--- src/rtl/clip_player_if.sv ---
// Audio_Controller FIFO write port carried by clip_player.
// The player drives the master side; the FIFO owns audio_out_allowed.
interface clip_player_if;
    logic        audio_out_allowed;
    logic        write_audio_out;
    logic [31:0] left_channel_audio_out;
    logic [31:0] right_channel_audio_out;

    modport master (
        input  audio_out_allowed,
        output write_audio_out,
        output left_channel_audio_out,
        output right_channel_audio_out
    );

    modport slave (
        output audio_out_allowed,
        input  write_audio_out,
        input  left_channel_audio_out,
        input  right_channel_audio_out
    );
endinterface

--- src/rtl/clip_player.sv ---
// Plays a region of a synchronous sample ROM into the audio FIFO,
// one-shot or looping, with per-sample repeat and attenuation.
module clip_player #(
    parameter int ADDR_W   = 16,
    parameter int SAMPLE_W = 16,
    parameter int REPEAT   = 1
) (
    input  logic                CLOCK_50,
    input  logic                resetn,
    input  logic                start,
    input  logic                stop,
    input  logic                loop_mode,
    input  logic [ADDR_W-1:0]   start_addr,
    input  logic [ADDR_W-1:0]   length,
    input  logic [2:0]          atten,
    output logic [ADDR_W-1:0]   rom_addr,
    input  logic [SAMPLE_W-1:0] rom_q,
    clip_player_if.master       audio,
    output logic                busy,
    output logic                done
);

    localparam logic [1:0] IDLE  = 2'd0;
    localparam logic [1:0] FETCH = 2'd1;
    localparam logic [1:0] WAIT  = 2'd2;
    localparam logic [1:0] PLAY  = 2'd3;

    logic [1:0]                state;
    logic [ADDR_W-1:0]         start_reg;
    logic [ADDR_W-1:0]         len_reg;
    logic [ADDR_W-1:0]         cur_addr;
    logic [ADDR_W-1:0]         remaining;
    logic [SAMPLE_W-1:0]       sample_reg;
    logic [7:0]                rep_cnt;
    logic                      wr;
    logic                      rep_more;
    logic                      last;
    logic signed [SAMPLE_W-1:0] shifted;
    logic [31:0]               word;

    // stop wins over a pending write in the same cycle
    assign wr       = (state == PLAY) && audio.audio_out_allowed && !stop;
    assign rep_more = rep_cnt < 8'(REPEAT - 1);
    assign last     = remaining == ADDR_W'(1);
    assign shifted  = $signed(sample_reg) >>> atten;

    always_comb begin
        word = '0;
        word[31 -: SAMPLE_W] = shifted;
    end

    assign audio.write_audio_out         = wr;
    assign audio.left_channel_audio_out  = (state == PLAY) ? word : '0;
    assign audio.right_channel_audio_out = (state == PLAY) ? word : '0;
    assign busy = state != IDLE;

    always_ff @(posedge CLOCK_50 or negedge resetn) begin
        if (!resetn) begin
            state      <= IDLE;
            start_reg  <= '0;
            len_reg    <= '0;
            cur_addr   <= '0;
            remaining  <= '0;
            rom_addr   <= '0;
            sample_reg <= '0;
            rep_cnt    <= '0;
            done       <= 1'b0;
        end else begin
            done <= 1'b0;
            if (stop) begin
                state <= IDLE;
            end else begin
                case (state)
                    IDLE: begin
                        if (start && length != '0) begin
                            start_reg <= start_addr;
                            len_reg   <= length;
                            cur_addr  <= start_addr;
                            remaining <= length;
                            rep_cnt   <= '0;
                            state     <= FETCH;
                        end
                    end
                    FETCH: begin
                        rom_addr <= cur_addr;
                        state    <= WAIT;
                    end
                    WAIT: begin
                        sample_reg <= rom_q;
                        state      <= PLAY;
                    end
                    PLAY: begin
                        if (wr) begin
                            if (rep_more) begin
                                rep_cnt <= rep_cnt + 8'd1;
                            end else begin
                                rep_cnt <= '0;
                                if (!last) begin
                                    cur_addr  <= cur_addr + ADDR_W'(1);
                                    remaining <= remaining - ADDR_W'(1);
                                    state     <= FETCH;
                                end else if (loop_mode) begin
                                    cur_addr  <= start_reg;
                                    remaining <= len_reg;
                                    state     <= FETCH;
                                end else begin
                                    done  <= 1'b1;
                                    state <= IDLE;
                                end
                            end
                        end
                    end
                    default: state <= IDLE;
                endcase
            end
        end
    end

endmodule

--- src/flat_wrapper.sv ---
// flat-port wrapper written by rule: the top's interface ports become plain ports
module clip_player_flat 
#(
    parameter int ADDR_W   = 16,
    parameter int SAMPLE_W = 16,
    parameter int REPEAT   = 1
)
  (CLOCK_50, resetn, start, stop, loop_mode, start_addr, length, atten, rom_addr, rom_q, busy, done, audio_audio_out_allowed, audio_write_audio_out, audio_left_channel_audio_out, audio_right_channel_audio_out);
  clip_player_if audio_i ();
  input  logic CLOCK_50;
  input  logic resetn;
  input  logic start;
  input  logic stop;
  input  logic loop_mode;
  input  logic [ADDR_W-1:0] start_addr;
  input  logic [ADDR_W-1:0] length;
  input  logic [2:0] atten;
  output logic [ADDR_W-1:0] rom_addr;
  input  logic [SAMPLE_W-1:0] rom_q;
  output logic busy;
  output logic done;
  input wire logic [$bits(audio_i.audio_out_allowed)-1:0] audio_audio_out_allowed;
  output wire logic [$bits(audio_i.write_audio_out)-1:0] audio_write_audio_out;
  output wire logic [$bits(audio_i.left_channel_audio_out)-1:0] audio_left_channel_audio_out;
  output wire logic [$bits(audio_i.right_channel_audio_out)-1:0] audio_right_channel_audio_out;
  assign audio_i.audio_out_allowed = audio_audio_out_allowed;
  assign audio_write_audio_out = audio_i.write_audio_out;
  assign audio_left_channel_audio_out = audio_i.left_channel_audio_out;
  assign audio_right_channel_audio_out = audio_i.right_channel_audio_out;
  clip_player #(.ADDR_W(ADDR_W), .SAMPLE_W(SAMPLE_W), .REPEAT(REPEAT)) u_core (.CLOCK_50(CLOCK_50), .resetn(resetn), .start(start), .stop(stop), .loop_mode(loop_mode), .start_addr(start_addr), .length(length), .atten(atten), .rom_addr(rom_addr), .rom_q(rom_q), .audio(audio_i), .busy(busy), .done(done));
endmodule
--- config.mk ---
export PLATFORM = sky130hd
export DESIGN_NAME = clip_player_flat
export DESIGN_NICKNAME = d
export VERILOG_FILES = /design/src/rtl/clip_player_if.sv /design/src/rtl/clip_player.sv /design/src/flat_wrapper.sv
export SDC_FILE = /design/constraint.sdc
export NUM_CORES = 1
export LEC_CHECK = 0
export BUFFER_PORTS_ARGS = -buffer_cell sky130_fd_sc_hd__buf_2
export CAP_MARGIN = 15
export CORE_UTILIZATION = 55
export CTS_CLUSTER_SIZE = 25
export DETAILED_ROUTE_END_ITERATION = 16
export PLACE_DENSITY = 0.81
export RECOVER_POWER = 25
export SLEW_MARGIN = 20
export SYNTH_ARGS = -nofsm -noshare
export SYNTH_HDL_FRONTEND = slang
export SYNTH_SLANG_ARGS = --single-unit
--- constraint.sdc ---
create_clock -name CLOCK_50 -period 3.34 [get_ports CLOCK_50]
set_clock_uncertainty 0.15 [all_clocks]
set_input_delay 0.668 -clock CLOCK_50 [delete_from_list [all_inputs] [get_ports CLOCK_50]]
set_output_delay 0.668 -clock CLOCK_50 [all_outputs]
set_load 0.01 [all_outputs]
* After elaboration in Yosys (flattened, before gate mapping)
Index checks and enable logic that the tools add are counted.
W data, S select, Z words.
** Word-level totals
- Register bits :: 107
- Input port bits :: 57
- Output and inout port bits :: 83
- Word-level logic and storage cells :: 70
** Operators by class
- Add/subtract/negate cells :: 3
- Order comparisons :: 1
- Equal/unequal tests :: 11
- Shift-type cells :: 1
- Mux-type cells :: 30
- Bitwise logic cells :: 1
- Reductions and logical operators :: 14
** Operators with widths (number)
- $mux W16 :: 10
- $pmux W16 S2 :: 2
- $mux W32 :: 1
- $mux W8 :: 3
- $add A16 B1 Y16 const B :: 1
- $eq A16 B1 Y1 const B :: 1
- $pmux W8 S2 :: 1
- $reduce_bool A16 Y1 :: 1
- $sshr A16 B3 Y16 :: 1
- $sub A16 B1 Y16 const B :: 1
- $mux W2 :: 5
- $ne A3 B3 Y1 const B :: 3
- $add A8 B1 Y8 const B :: 1
- $lt A8 B1 Y1 const B :: 1
- $pmux W2 S4 :: 1
- $mux W1 :: 7
- $reduce_and A3 Y1 :: 2
- $reduce_and A6 Y1 :: 1
- $eq A2 B2 Y1 const B :: 2
- $ne A2 B2 Y1 const B :: 2
- $reduce_and A2 Y1 :: 2
- $reduce_and A4 Y1 :: 1
- $reduce_bool A2 Y1 :: 2
- $logic_and A1 B1 Y1 :: 3
- other kinds (6) :: 6

* Logic depth before layout (Yosys ltp)
- Word-level depth :: 6
- Mapped depth :: 9
- Gate-level depth less buffers :: 7

* Least setup slack after synthesis
No wires, ideal clock.
- Path kind :: in2out
- Start :: input atten[0]
- End :: output audio_right_channel_audio_out[26]
- Data arrival time :: 2484 ps
- Required time :: 2522 ps
- Slack :: 38 ps
- Stages on the path :: 6
- Path buffers :: 3
- Path through :: clkbuf_1 -> clkbuf_1 -> mux4_2 -> nor2_1 -> a311oi_1 -> buf_4
** Between the ends
- Cells in the longest elaborated chain, start to end :: 2
** Ends and longest elaborated chain
- start, declared :: line flat_wrapper.sv:17 : input logic [2:0] atten;
- $sshr A16 B3 Y16 :: line clip_player.sv:45 : assign shifted = $signed(sample_reg) >>> atten;
- $mux W32
- end, declared :: line flat_wrapper.sv:25 : output wire logic [$bits(audio_i.right_channel_audio_out)-1:0] audio_right_channel_audio_out;
No other way between the ends.

* Worst setup path in the final report
- Start :: input atten[0]
- End :: output audio_left_channel_audio_out[25]
** Between the ends
- Cells in the longest elaborated chain, start to end :: 2
** Ends and longest elaborated chain
- $sshr A16 B3 Y16 :: line clip_player.sv:45
- $mux W32 :: line clip_player.sv:53 : assign audio.left_channel_audio_out = (state == PLAY) ? word : '0;
- end, declared :: line flat_wrapper.sv:24 : output wire logic [$bits(audio_i.left_channel_audio_out)-1:0] audio_left_channel_audio_out;
No other way between the ends.

==> impl_results.md <==
* Critical Path AT at ~2.1 ns
* Ports at 140
* Setup crit end kind: output pin
* Max frequency at 346 MHz
* Worst-path clk slew at 0.10 ns
* PwrDens at 813 nW/um^2
* Detailed Route Iter0 Violations at about 350
* Placed Area at 6540 um^2
* CTS root buf: clkbuf_8
* Crit path kind: primary input to output pin
* CTS tree: done
* Input/output buffers at between 100 and 150
* Routability cong. at 0.930
* Die area at 11,600 um^2
* Required time of the critical path at about 2.5 ns
* Clk_lat worst skew at 0.39 ns
* Cells after Synth at 590
* Max Root-Sink Buffers at 2
* Max-cap violations at 0
* Ys Warns at 0
* Initial antenna violation count at 0
* Worst path bufs/invs at 2
* N_diodes at 0
* Worst Hold Slack at 0.336 ns
* Final Power at between 5 and 6 mW
* Via Count at 4,871
* Post-synth ARST share at between 90% and 100%
* Initial Util at between 50% and 60%
* Final-report max-slew violation count at 0
* Die width at 108 um
* Post_cts resized at 0
* Vias in the first global route at 4,726
* Core ar. at ~11,000 um^2
* Final setup violation count at 0
* # rows at 38
* Synth Area per Inst at 10.4 um^2
* CP Cell Sequence: buf_2 -> mux2_2 -> mux2_2 -> mux2i_1 -> nor2_1 -> buf_2
* Post-layout minimum cycle time at 2.89 ns
* Number of synthesized flops with an enable pin at 0
* Worst hold path type: register to register
* Worst slew margin at 7.05%
* Psw at 2.15 mW
* Netlist Area Pre-Place at 6130 um^2
* Dpl ws at 0.427 ns
* Yosys top cell by area: dfrtp_1
* Startpoint types: primary input
* Nets at 728
* DR WL/cell at 17.9 um
* Net Sw Frac at 39.3%
* Fin. Hold Viols at 0
* Final Instance Area at 6720 um^2
* DRC viols at 0
* Leading post-synthesis cells by cell area: dfrtp_1 40%, mux2_2 12%, buf_4 5.9%
* Worst path top cell family by delay: multiplexers
* Setup ws final at roughly 0.45 ns
* Internal power at approximately 3.3 mW
* TNS Setup at 0 ns
* Gr usage total at 25.9%
* Final ANT Viol Nets at 0
* Crit-path slowest cell: mux2_2
* DPL Wire Length at 10,200 um
* Result of the run: complete, no violations
* Worst vdd ir at 0.000426 V
* Die Y at between 100 and 150 um
* Top-area cell type share of the netlist area at about 40%
* Clock sinks at between 90 and 100
* Routed WL at 14,500 um
* Worst Tran Pin Value at 1.39 ns
* Gate power share at between 40% and 50%
* CTS Buf Count at 9
* Hold-fix buffers, CTS at 0
* Sequential element share of the synthesized area at between 40% and 50%
* Max incr delay on CP at 0.39 ns
* LEAKAGE at a little under 3 nW
* Post-CTS setup buffer count at 0
* Pin count of the biggest net entering global routing at 56
* CTS H-tree depth at 3
* Register share of total power at 43.7%
* CP max FO at 17
* Layout cells sized above 1 at 34.7%
* Top FF cell, synth: dfrtp_1
* Drt pass-1 iters at 7
* Final Cycle Share at 86.6%
* Via/cell ratio at 6.02
* Seq cells post-synth at 99
* Area growth syn-to-layout at 9.53%
* Grt ovf at 0
* RSZ-0062 raised after global routing: no
* Clk pwr share at 13.7%
* First-pass GRT wire length at around 23,000 um
* Distinct cells, synth at 55
-- Yosys cell counts (all sizes together), types with 2 or more instances --
cell     count
a21oi       13
xor2         5
o22ai        4
a31oi       18
o311ai       3
xnor2        6
mux2i       15
and2         3
nor2        35
o211ai       7
a22o         6
buf         61
or4          7
mux4        13
nor3b        2
o21a         9
o21ai       24
o2bb2ai      3
o31a         2
clkbuf      28
nand2       41
nand4        8
nor3         7
a21o         3
ha           7
nand3       20
a2bb2oi      5
o41ai        3
nor4        10
a41oi        2
and4         4
inv         13
or3          4
mux2        73
dfrtp       99
and3         4
or2          4
nand2b       6
a32o         3
-- final cells by class --
class | count | area (um^2)
Timing Repair Buffer | 121 | 637
Sequential cell | 99 | 2480
Multi-Input combinational cell | 419 | 3190
Fill cell | 867 | 4130
Inverter | 14 | 52.6
Tap cell | 140 | 175
Clock buffer | 10 | 138
Clock inverter | 6 | 47.5
-- worst register-to-register path, delay by kind of cell (launching register included) --
family	cells	cell delay [ns]
AO/OA/AOI/OAI	3	0.68
buffers and inverters	2	0.47
AND/OR/NAND/NOR	2	0.75
adder cells (fa/ha/maj)	1	0.21
flip-flops	1	0.42
-- worst paths after layout --
check,start,endpoint,slack (ns),cells after the start
max in group asynchronous,resetn,u_core.sample_reg[14],0.81,2
min in group asynchronous,resetn,u_core.rom_addr[3],0.36,1
hold / removal,u_core.rom_addr[14],u_core.rom_addr[14],0.34,2
setup reg to reg,u_core.remaining[1],u_core.remaining[15],0.55,8
hold reg to reg,u_core.rom_addr[14],u_core.rom_addr[14],0.34,2
setup / recovery,atten[0],audio_left_channel_audio_out[25],0.45,6
-- per-stage QoR --
stage / util, % / std cells
after floorplan: - / 621
after global placement: 60.3 / 793
after detailed placement: 60.3 / 793
after CTS: 62.0 / 809
after global routing: 61.9 / 809
final: 61.9 / 809
-- kinds of logic (layout without fill, tap and decap cells) --
group / Yosys count / in the layout / synth area share, %
compound gates: 111 / 111 / 12.4
flops: 99 / 99 / 40.4
other cells: 1 / 32 / 0.0612
simple gates: 157 / 157 / 13.0
fa+ha+maj: 7 / 7 / 1.43
buf+inv: 103 / 151 / 9.84
xor+xnor: 11 / 11 / 1.57
mux: 101 / 101 / 21.2
-- cell usage in the layout, fill, tap and decap left out, types with 7 or more instances in the layout --
cell	netlist	routed
conb_1	1	32
a21oi_1	13	13
nor2_1	35	35
dfrtp_1	99	99
buf_4	48	13
nor3_1	7	7
inv_1	13	13
mux2_2	63	63
clkbuf_8	0	10
buf_2	5	106
o21ai_0	24	24
nand2_1	41	41
a31oi_1	18	18
nor4_1	8	7
or4_1	7	7
o211ai_1	7	7
o21a_1	9	9
mux4_2	13	13
nand4_1	8	8
nand3_1	20	20
mux2i_1	15	15
mux2_4	10	10
-- metal layers --
layer / global-route usage [%] / wire, um
met4: 9.30 / 241
met2: 44.1 / 7400
met3: 4.60 / 908
met5: 0 / 0
met1: 32.9 / 5900
-- power by group through the flow --
stage,Clock (mW),Combinational (mW),Sequential [mW]
floorplan,0,1.84,2.23
global placement,0,2.21,2.33
detailed placement,0,2.31,2.39
CTS,0.759,2.32,2.37
global route,0.809,2.53,2.47
finish,0.749,2.33,2.39
Power figures use the tool's default switching activity.
